$ cat src/rtl/dff_sel_pipe.sv
// dff_sel_pipe: lane-selecting valid/ready register pipeline with bubble collapse and synchronous flush
module dff_sel_pipe #(
  parameter int N = 5,
  parameter int M = 2,
  parameter int DEPTH = 2,
  parameter logic [N-1:0] VAL = N'(31)
) (
  input  logic                         clk_i,
  input  logic                         rst_i,
  input  logic [M*N-1:0]               data_i,
  input  logic [$clog2(M)-1:0]         sel_i,
  input  logic                         valid_i,
  output logic                         ready_o,
  input  logic                         flush_i,
  output logic [N-1:0]                 y_o,
  output logic                         valid_o,
  input  logic                         ready_i,
  output logic [$clog2(DEPTH+1)-1:0]   count_o
);
  localparam int CW = $clog2(DEPTH+1);
  logic [N-1:0] d [DEPTH];
  logic [DEPTH-1:0] v, move;
  logic [N-1:0] word;
  logic accept;
  always_comb begin
    word = VAL;
    for (int k = 0; k < M; k++) word = (int'(sel_i) == k) ? data_i[k*N +: N] : word;
  end
  // a stage moves when its successor is empty or moving itself, so bubbles collapse
  always_comb begin
    move = '0;
    move[DEPTH-1] = v[DEPTH-1] & ready_i;
    for (int s = DEPTH-2; s >= 0; s--) move[s] = v[s] & (~v[s+1] | move[s+1]);
  end
  assign ready_o = ~flush_i & (~v[0] | move[0]);
  assign accept = valid_i & ready_o;
  always_ff @(posedge clk_i or negedge rst_i) begin
    if (!rst_i) begin
      v <= '0;
      for (int s = 0; s < DEPTH; s++) d[s] <= VAL;
    end else if (flush_i) begin
      v <= '0;
      for (int s = 0; s < DEPTH; s++) d[s] <= VAL;
    end else begin
      if (accept) begin
        d[0] <= word;
        v[0] <= 1'b1;
      end else if (move[0]) v[0] <= 1'b0;
      for (int s = 1; s < DEPTH; s++)
        if (move[s-1]) begin
          d[s] <= d[s-1];
          v[s] <= 1'b1;
        end else if (move[s]) v[s] <= 1'b0;
    end
  end
  always_comb begin
    count_o = '0;
    for (int s = 0; s < DEPTH; s++) count_o = count_o + CW'(v[s]);
  end
  assign y_o = d[DEPTH-1];
  assign valid_o = v[DEPTH-1];
endmodule

$ cat config.mk
export PLATFORM = sky130hd
export DESIGN_NAME = dff_sel_pipe
export DESIGN_NICKNAME = d
export VERILOG_FILES = /design/src/rtl/dff_sel_pipe.sv
export SDC_FILE = /design/constraint.sdc
export NUM_CORES = 1
export LEC_CHECK = 0
export ABC_AREA = 0
export CORE_MARGIN = 2
export CORE_UTILIZATION = 44
export DETAILED_ROUTE_END_ITERATION = 12
export PLACE_DENSITY = 0.81
export REMOVE_ABC_BUFFERS = 1
export SYNTH_ARGS = -nofsm -noshare
export SYNTH_HDL_FRONTEND = slang
export SYNTH_SLANG_ARGS = --single-unit
export TNS_END_PERCENT = 5
$ cat constraint.sdc
create_clock -name clk_i -period 2.6 [get_ports clk_i]
set_clock_uncertainty 0.05 [all_clocks]
set_input_delay 0.39 -clock clk_i [delete_from_list [all_inputs] [get_ports clk_i]]
set_output_delay 0.39 -clock clk_i [all_outputs]
set_load 0.05 [all_outputs]
==> results.cfg, run 1 <==
[finish]
layout_common_cells = clkdlybuf4s50_1, mux2i_1, dfstp_2
n_antenna_cell = 0
num-nets-final = 95
layout_commonest_cell = clkdlybuf4s50_1
layout-drive-gt1-share_pct = 23.38
syn_to_final_growth_pct = 39.53

[critical_path]
end_kind = output port
crit_path_start_kind = flop
crit_buf_inv = 1
cp_top_family = buffers and inverters
rr_worst_depth = 3
cp.arrival_ns = 1.83
path_max_fanout = 10
r2r_start = v[0]
slowest_stage = clkdlybuf4s50_1
reg2reg_to = d[5]
crit_required_ns = 2.16
slowest_delay_ns = 0.79
worstSetupPathType = reg2out
worstPathCellList = ha_1 > clkdlybuf4s50_1
rrSetupSlack_ns = 1.44

[place]
dp.final_hpwl_um = 919.5
numPortBuffers = 24
gp_congestion = 0.7016
preCtsSetupSlack_ns = 0.6153

[timing]
slew-limit-headroom_pct = 65.05
finalMaxSlewViolations = 0
hold_violations = 0
tns_ns = 0
tightest_slew_ns = 0.5226
fin_crit_ns = 2.273
fin_ws_ns = 0.3271
setup_violations = 0
fmax_mhz = 440.0
fin_crit_sh_pct = 87.42
grt_setup_unrepaired = false

[power_and_ir_drop]
p_int_mw = 0.3488
comb_power_share_pct = 24.0
ir_drop_v = 0.0003084
clkPwrFrac_pct = 30.3
total_leakage_power_nw = 0.4167
power_density_nw_per_um2 = 536.9
swShare_pct = 27.19
seqPwrFrac_pct = 45.6
p_sw_mw = 0.1302

[floorplanning]
io_pins = 25
dieArea_um2 = 1774
rows = 13
die_x_um = 42.12
die_h_um = 42.12
start_util_pct = 47.94
core_um2 = 1334

[synth]
avgSynthCellArea_um2 = 11.62
netlist_area_um2 = 639.4
syn_inst = 55
synth_warnings = 0
yosysUniqueCellTypes = 17
ys_seq_area_share_pct = 48.92
ys_ff_latch = 12

[global_route]
grt_max_degree = 14
grt_usage_pct = 15.87
grt-ovfl-total = 0
met3_usage_pct = 3.017
first_global_vias = 484
gr-usage-met2_pct = 28.13
grt_util_met1_pct = 16.62
grt_pass1_wl_mm = 2.083
grt_busiest_layer = met2
antenna_found_initial = 0

[clock_network]
htreeDepth = 1
cts_tree = yes
cts_setup_buffers = 0
postCtsResizedCells = 0
cts.sinks = 12
numCtsBuffers = 3
ctsHoldBuffers = 0
clkTransAtPathRegs_ns = 0.07
clk_latency_ns = 0.27
root_buffer = clkbuf_4
clockBufferDepth = 2

[job]
drv_cap = 0

[drt]
wl_mm = 1.151
post-route-drc-count = 0
ant_nets = 0
drt_iter0_drc = 14
vias = 483
wl_per_cell_um = 12.51
vias_per_cell = 5.250
firstDrtPassIters = 4

[status]
outcome = finished, final reports clean

[hold_path]
hold_path_class = in2async
==> logic make-up after synthesis <==
kind of cell	count (synthesis)	synth area share, %
AND/OR/NAND/NOR	17	17.03
flip-flops	12	48.92
multiplexers	10	15.66
buffers and inverters	8	8.022
AO/OA/AOI/OAI	7	8.415
adder cells (fa/ha/maj)	1	1.957
==> worst register-to-register path: stages (launching register included) <==
cell      delay (ns)
dfrtp_1         0.48
nand3b_1        0.19
nand3b_4        0.17
mux2i_1         0.21
==> through the flow <==
| stage | power [mW] | cell area [um^2] | util, % | hold slack, ns | cells |
|---|---|---|---|---|---|
| final | 0.4790 | 892.1 | 66.89 | 0.4147 | 92 |
| after global placement | 0.3353 | 855.8 | 64.17 | 0.4601 | 88 |
| after CTS | 0.4848 | 892.1 | 66.89 | 0.4297 | 92 |
| after global routing | 0.5059 | 892.1 | 66.89 | 0.4610 | 92 |
| after detailed placement | 0.3381 | 855.8 | 64.17 | 0.4616 | 88 |
| after floorplan | 0.2841 | 591.8 | - | 0.04441 | 48 |
==> layout make-up <==
| cell class | count | area [um^2] |
|---|---|---|
| multi-input combinational | 35 | 275.3 |
| clock buffer | 4 | 36.28 |
| sequential | 12 | 312.8 |
| inverter | 1 | 3.754 |
| tap | 15 | 18.77 |
| fill | 108 | 441.7 |
| timing repair buffer | 25 | 245.2 |
==> cells in the mapped netlist <==
| cell type | count | area share, % |
|---|---|---|
| nor2_1 | 7 | 4.1 |
| nand2_1 | 1 | 0.59 |
| ha_1 | 1 | 2.0 |
| nor2b_1 | 1 | 0.98 |
| buf_2 | 1 | 0.78 |
| and3_1 | 5 | 4.9 |
| a211o_1 | 5 | 6.8 |
| inv_1 | 1 | 0.59 |
| nand3b_1 | 1 | 1.2 |
| dfstp_2 | 10 | 41 |
| mux2i_1 | 10 | 16 |
| dfrtp_1 | 2 | 7.8 |
| buf_4 | 5 | 5.9 |
| a21oi_1 | 2 | 1.6 |
| nand3b_4 | 1 | 3.1 |
| clkbuf_2 | 1 | 0.78 |
| nand2b_4 | 1 | 2.2 |
==> sequential cells by signal, summed over array words and instances (netlist names) <==
register and flops:
d 5, v 2, y_o 5
==> power by group through the flow <==
stage / logic [mW] / clock network, mW / registers, mW
floorplan: 0.0416 / 0 / 0.243
global placement: 0.114 / 0 / 0.221
detailed placement: 0.116 / 0 / 0.222
CTS: 0.117 / 0.149 / 0.219
global route: 0.124 / 0.161 / 0.221
finish: 0.115 / 0.145 / 0.219
==> how the worst max path moves through the flow <==
stage	from	to	cells past startpoint
3_5_place_dp	v[0]	count_o[0]	2
5_1_grt	v[0]	count_o[0]	2
4_1_cts	v[0]	count_o[0]	2
3_3_place_gp	v[0]	count_o[0]	2
2_1_floorplan	v[1]	ready_o	2
6_report	v[0]	count_o[0]	2
==> routing by layer <==
| metal | vias up | wire length [um] |
|---|---|---|
| li1 | 236 | - |
| met1 | 217 | 436 |
| met2 | 28 | 587 |
| met3 | 2 | 103 |
| met4 | 0 | 23 |
| met5 | - | 0 |
Power figures use the tool's default switching activity.
==> run 2: changes to the inputs <==
Settings changed: CORE_UTILIZATION 44 to 47, CTS_BUF_LIST set to sky130_fd_sc_hd__clkbuf_4, PLACE_DENSITY 0.81 to 0.85.
==> results.cfg, run 2 (synthesis results as in run 1) <==
[finish]
layout_commonest_cell = clkdlybuf4s50_1
syn_to_final_growth_pct = 37.96
final_util_pct = 68.65
num-nets-final = 95
instances_no_fill = 92
n_antenna_cell = 0
n_fill_cell = 106
layout-drive-gt1-share_pct = 22.08
multi_input_area_um2 = 275.3
regArea_um2 = 312.8
stdcell_area_um2 = 882.1
layout_common_cells = clkdlybuf4s50_1, mux2i_1, dfstp_2

[critical_path]
slowest_stage = clkdlybuf4s50_1
path_max_fanout = 10
worstSetupPathType = reg2out
rrSetupSlack_ns = 1.44
cp.arrival_ns = 1.83
end_kind = output port
crit_path_start_kind = flop
worstPathCellList = ha_1 > clkdlybuf4s50_1
slowest_delay_ns = 0.79
crit_required_ns = 2.16

[clock_network]
postCtsResizedCells = 0
cts_setup_buffers = 0
clockBufferDepth = 2
ctsHoldBuffers = 0
htreeDepth = 1
clkTransAtPathRegs_ns = 0.07
cts.sinks = 12
root_buffer = clkbuf_4
cts_tree = yes
numCtsBuffers = 3
clk_latency_ns = 0.26

[timing]
fin_crit_ns = 2.271
slew-limit-headroom_pct = 65.07
grt_setup_unrepaired = false
tns_ns = 0
fin_crit_sh_pct = 87.33
hold_violations = 0
worst_hold_slack_ns = 0.4212
fmax_mhz = 440.4
finalMaxSlewViolations = 0
setup_violations = 0
fin_ws_ns = 0.3293
tightest_slew_ns = 0.5223

[job]
drv_cap = 0

[floorplanning]
die_x_um = 40.88
io_pins = 25
start_util_pct = 49.76
core_um2 = 1285
rows = 13
dieArea_um2 = 1671
die_h_um = 40.88

[global_route]
first_global_vias = 429
grt-ovfl-total = 0
antenna_found_initial = 0
grt_pass1_wl_mm = 1.725
grt_max_degree = 15
grt_usage_pct = 16.46

[power_and_ir_drop]
seqPwrFrac_pct = 49.0
power_density_nw_per_um2 = 506.4
swShare_pct = 28.58
finalPower_mw = 0.4467
p_sw_mw = 0.1277
clkPwrFrac_pct = 25.3
total_leakage_power_nw = 0.4111
comb_power_share_pct = 25.7
ir_drop_v = 0.0003031
p_int_mw = 0.3190

[drt]
vias = 473
wl_mm = 1.116
ant_nets = 0
vias_per_cell = 5.141
post-route-drc-count = 0
wl_per_cell_um = 12.13
firstDrtPassIters = 4
drt_iter0_drc = 5

[status]
outcome = finished, final reports clean

[place]
numPortBuffers = 24
placed_area_um2 = 855.8
preCtsSetupSlack_ns = 0.6175
gp_congestion = 0.6856
dp.final_hpwl_um = 898.7
placedCellCount = 88

[hold_path]
hold_path_class = in2async
[run 2: cell types whose count changed in the layout (fill, tap and decap cells not counted)]
| cell | previous run | this run |
|---|---|---|
| clkbuf_8 | 1 | 0 |
| clkinv_1 | 0 | 1 |
[run 2: routing by layer]
| layer | GRT usage (%) | vias up | share of wire (%) |
|---|---|---|---|
| li1 | - | 230 | - |
| met1 | 17.51 | 218 | 41 |
| met2 | 29.30 | 23 | 51 |
| met3 | 3.261 | 2 | 8.0 |
| met4 | 10.00 | 0 | 0.90 |
| met5 | 0 | - | 0 |
[run 2: final timing paths]
| path | start | endpoint | cells past startpoint |
|---|---|---|---|
| min in group clk_i | d[5] | d[5] | 2 |
| worst min-delay path | rst_i | v[1] | 1 |
| worst max-delay path | v[0] | count_o[0] | 2 |
| worst min register to register | d[5] | d[5] | 2 |
| max in group asynchronous | rst_i | d[7] | 1 |
| worst max register to register | v[0] | d[8] | 3 |
[run 2: worst max-delay path, delay by kind of cell, from the launching register on]
| family | cells | cell delay, ns |
|---|---|---|
| buffers and inverters | 1 | 0.79 |
| DFF | 1 | 0.47 |
| adders and majority gates | 1 | 0.31 |
[run 2: final cells by class]
cell class	instances	share of cell area [%]
inverter	1	0.4255
tap	15	2.128
multi-input combinational	35	31.21
clock inverter	1	0.4255
sequential	12	35.46
timing repair buffer	25	27.80
clock buffer	3	2.553
[run 2: power groups by stage]
stage | sequential [mW] | combinational (mW) | clock, mW
global placement | 0.221 | 0.114 | 0
CTS | 0.219 | 0.116 | 0.117
global route | 0.221 | 0.123 | 0.126
finish | 0.219 | 0.115 | 0.113
floorplan | 0.243 | 0.0416 | 0
detailed placement | 0.222 | 0.116 | 0
==> run 3: changes to the inputs <==
Settings changed: CORE_MARGIN 2 to not set.
==> results.cfg, run 3 (synthesis results as in run 1) <==
[drt]
drt_iter0_drc = 2
post-route-drc-count = 0
vias_per_cell = 5.099
firstDrtPassIters = 2
wl_per_cell_um = 11.60
vias = 464
ant_nets = 0
wl_mm = 1.056

[clock_network]
cts.sinks = 12
postCtsResizedCells = 0
cts_setup_buffers = 0
clk_latency_ns = 0.27
numCtsBuffers = 3
htreeDepth = 1
clkTransAtPathRegs_ns = 0.07
cts_tree = yes
clockBufferDepth = 2
ctsHoldBuffers = 0
root_buffer = clkbuf_4

[global_route]
grt_usage_pct = 19.39
grt-ovfl-total = 0
first_global_vias = 469
antenna_found_initial = 0
grt_pass1_wl_mm = 1.911
grt_max_degree = 14

[timing]
slew-limit-headroom_pct = 63.53
fin_ws_ns = 0.3213
tns_ns = 0
setup_violations = 0
finalMaxSlewViolations = 0
tightest_slew_ns = 0.5453
hold_violations = 0
grt_setup_unrepaired = false
fmax_mhz = 438.8
fin_crit_ns = 2.279
fin_crit_sh_pct = 87.64

[hold_path]
hold_path_class = in2async

[status]
outcome = finished, final reports clean

[finish]
n_fill_cell = 84
layout_common_cells = clkdlybuf4s50_1, mux2i_1, dfstp_2
layout-drive-gt1-share_pct = 22.08
final_util_pct = 74.26
syn_to_final_growth_pct = 37.77
num-nets-final = 95
layout_commonest_cell = clkdlybuf4s50_1
n_antenna_cell = 0
stdcell_area_um2 = 880.8

[place]
placed_area_um2 = 854.6
preCtsSetupSlack_ns = 0.6270
gp_congestion = 0.6969
numPortBuffers = 24

[floorplanning]
dieArea_um2 = 1512
die_x_um = 38.88
rows = 12
start_util_pct = 53.90
die_h_um = 38.88
core_um2 = 1186
io_pins = 25

[critical_path]
crit_path_start_kind = flop
rrSetupSlack_ns = 1.45
reg2reg_to = d[9]
r2r_start = v[0]
cp.arrival_ns = 1.84
worstSetupPathType = reg2out
path_max_fanout = 10
crit_required_ns = 2.16
end_kind = output port
rr_worst_depth = 3
slowest_delay_ns = 0.80
slowest_stage = clkdlybuf4s50_1
worstPathCellList = ha_1 > clkdlybuf4s50_1

[power_and_ir_drop]
total_leakage_power_nw = 0.4111
power_density_nw_per_um2 = 512.3
ir_drop_v = 0.0003063

[job]
drv_cap = 0
[run 3: worst max-delay path: cells and delay by family (launching register included)]
family,cells,cell delay [ns]
adders and majority gates,1,0.31
DFF,1,0.46
buffers and inverters,1,0.80
[run 3: layer usage]
metal / vias up / GRT usage, % / part of all wire (%)
li1: 230 / - / -
met1: 206 / 22.14 / 43
met2: 23 / 30.00 / 48
met3: 5 / 5.202 / 6.1
met4: 0 / 15.52 / 3.4
met5: - / 0 / 0
[run 3: worst max-delay path by stage]
stage	from	endpoint	slack, ns	depth (start not counted)
2_1_floorplan	v[1]	ready_o	0.54	2
3_3_place_gp	v[0]	count_o[0]	0.63	2
3_5_place_dp	v[0]	count_o[0]	0.63	2
4_1_cts	v[0]	count_o[0]	0.31	2
5_1_grt	v[0]	count_o[0]	0.26	2
6_report	v[0]	count_o[0]	0.32	2
[run 3: per-stage QoR]
step                hold slack, ns  std cells  total power, mW
floorplan                  0.04441         48           0.2841
global placement            0.4626         87           0.3349
detailed placement          0.4621         87           0.3370
CTS                         0.4291         91           0.4584
global route                0.4377         91           0.4739
finish                      0.4191         91           0.4513
[run 3: cell type report]
| type | count | area (um^2) | area share, % |
|---|---|---|---|
| Inverter | 1 | 3.754 | 0.4261 |
| Sequential cell | 12 | 312.8 | 35.51 |
| Tap cell | 14 | 17.52 | 1.989 |
| Clock inverter | 1 | 3.754 | 0.4261 |
| Clock buffer | 3 | 22.52 | 2.557 |
| Timing Repair Buffer | 25 | 245.2 | 27.84 |
| Multi-Input combinational cell | 35 | 275.3 | 31.25 |
[run 3: power breakdown]
group	internal, mW	switching (mW)
Clock	0.0557	0.0628
Combinational	0.0544	0.0598
Sequential	0.209	0.00932
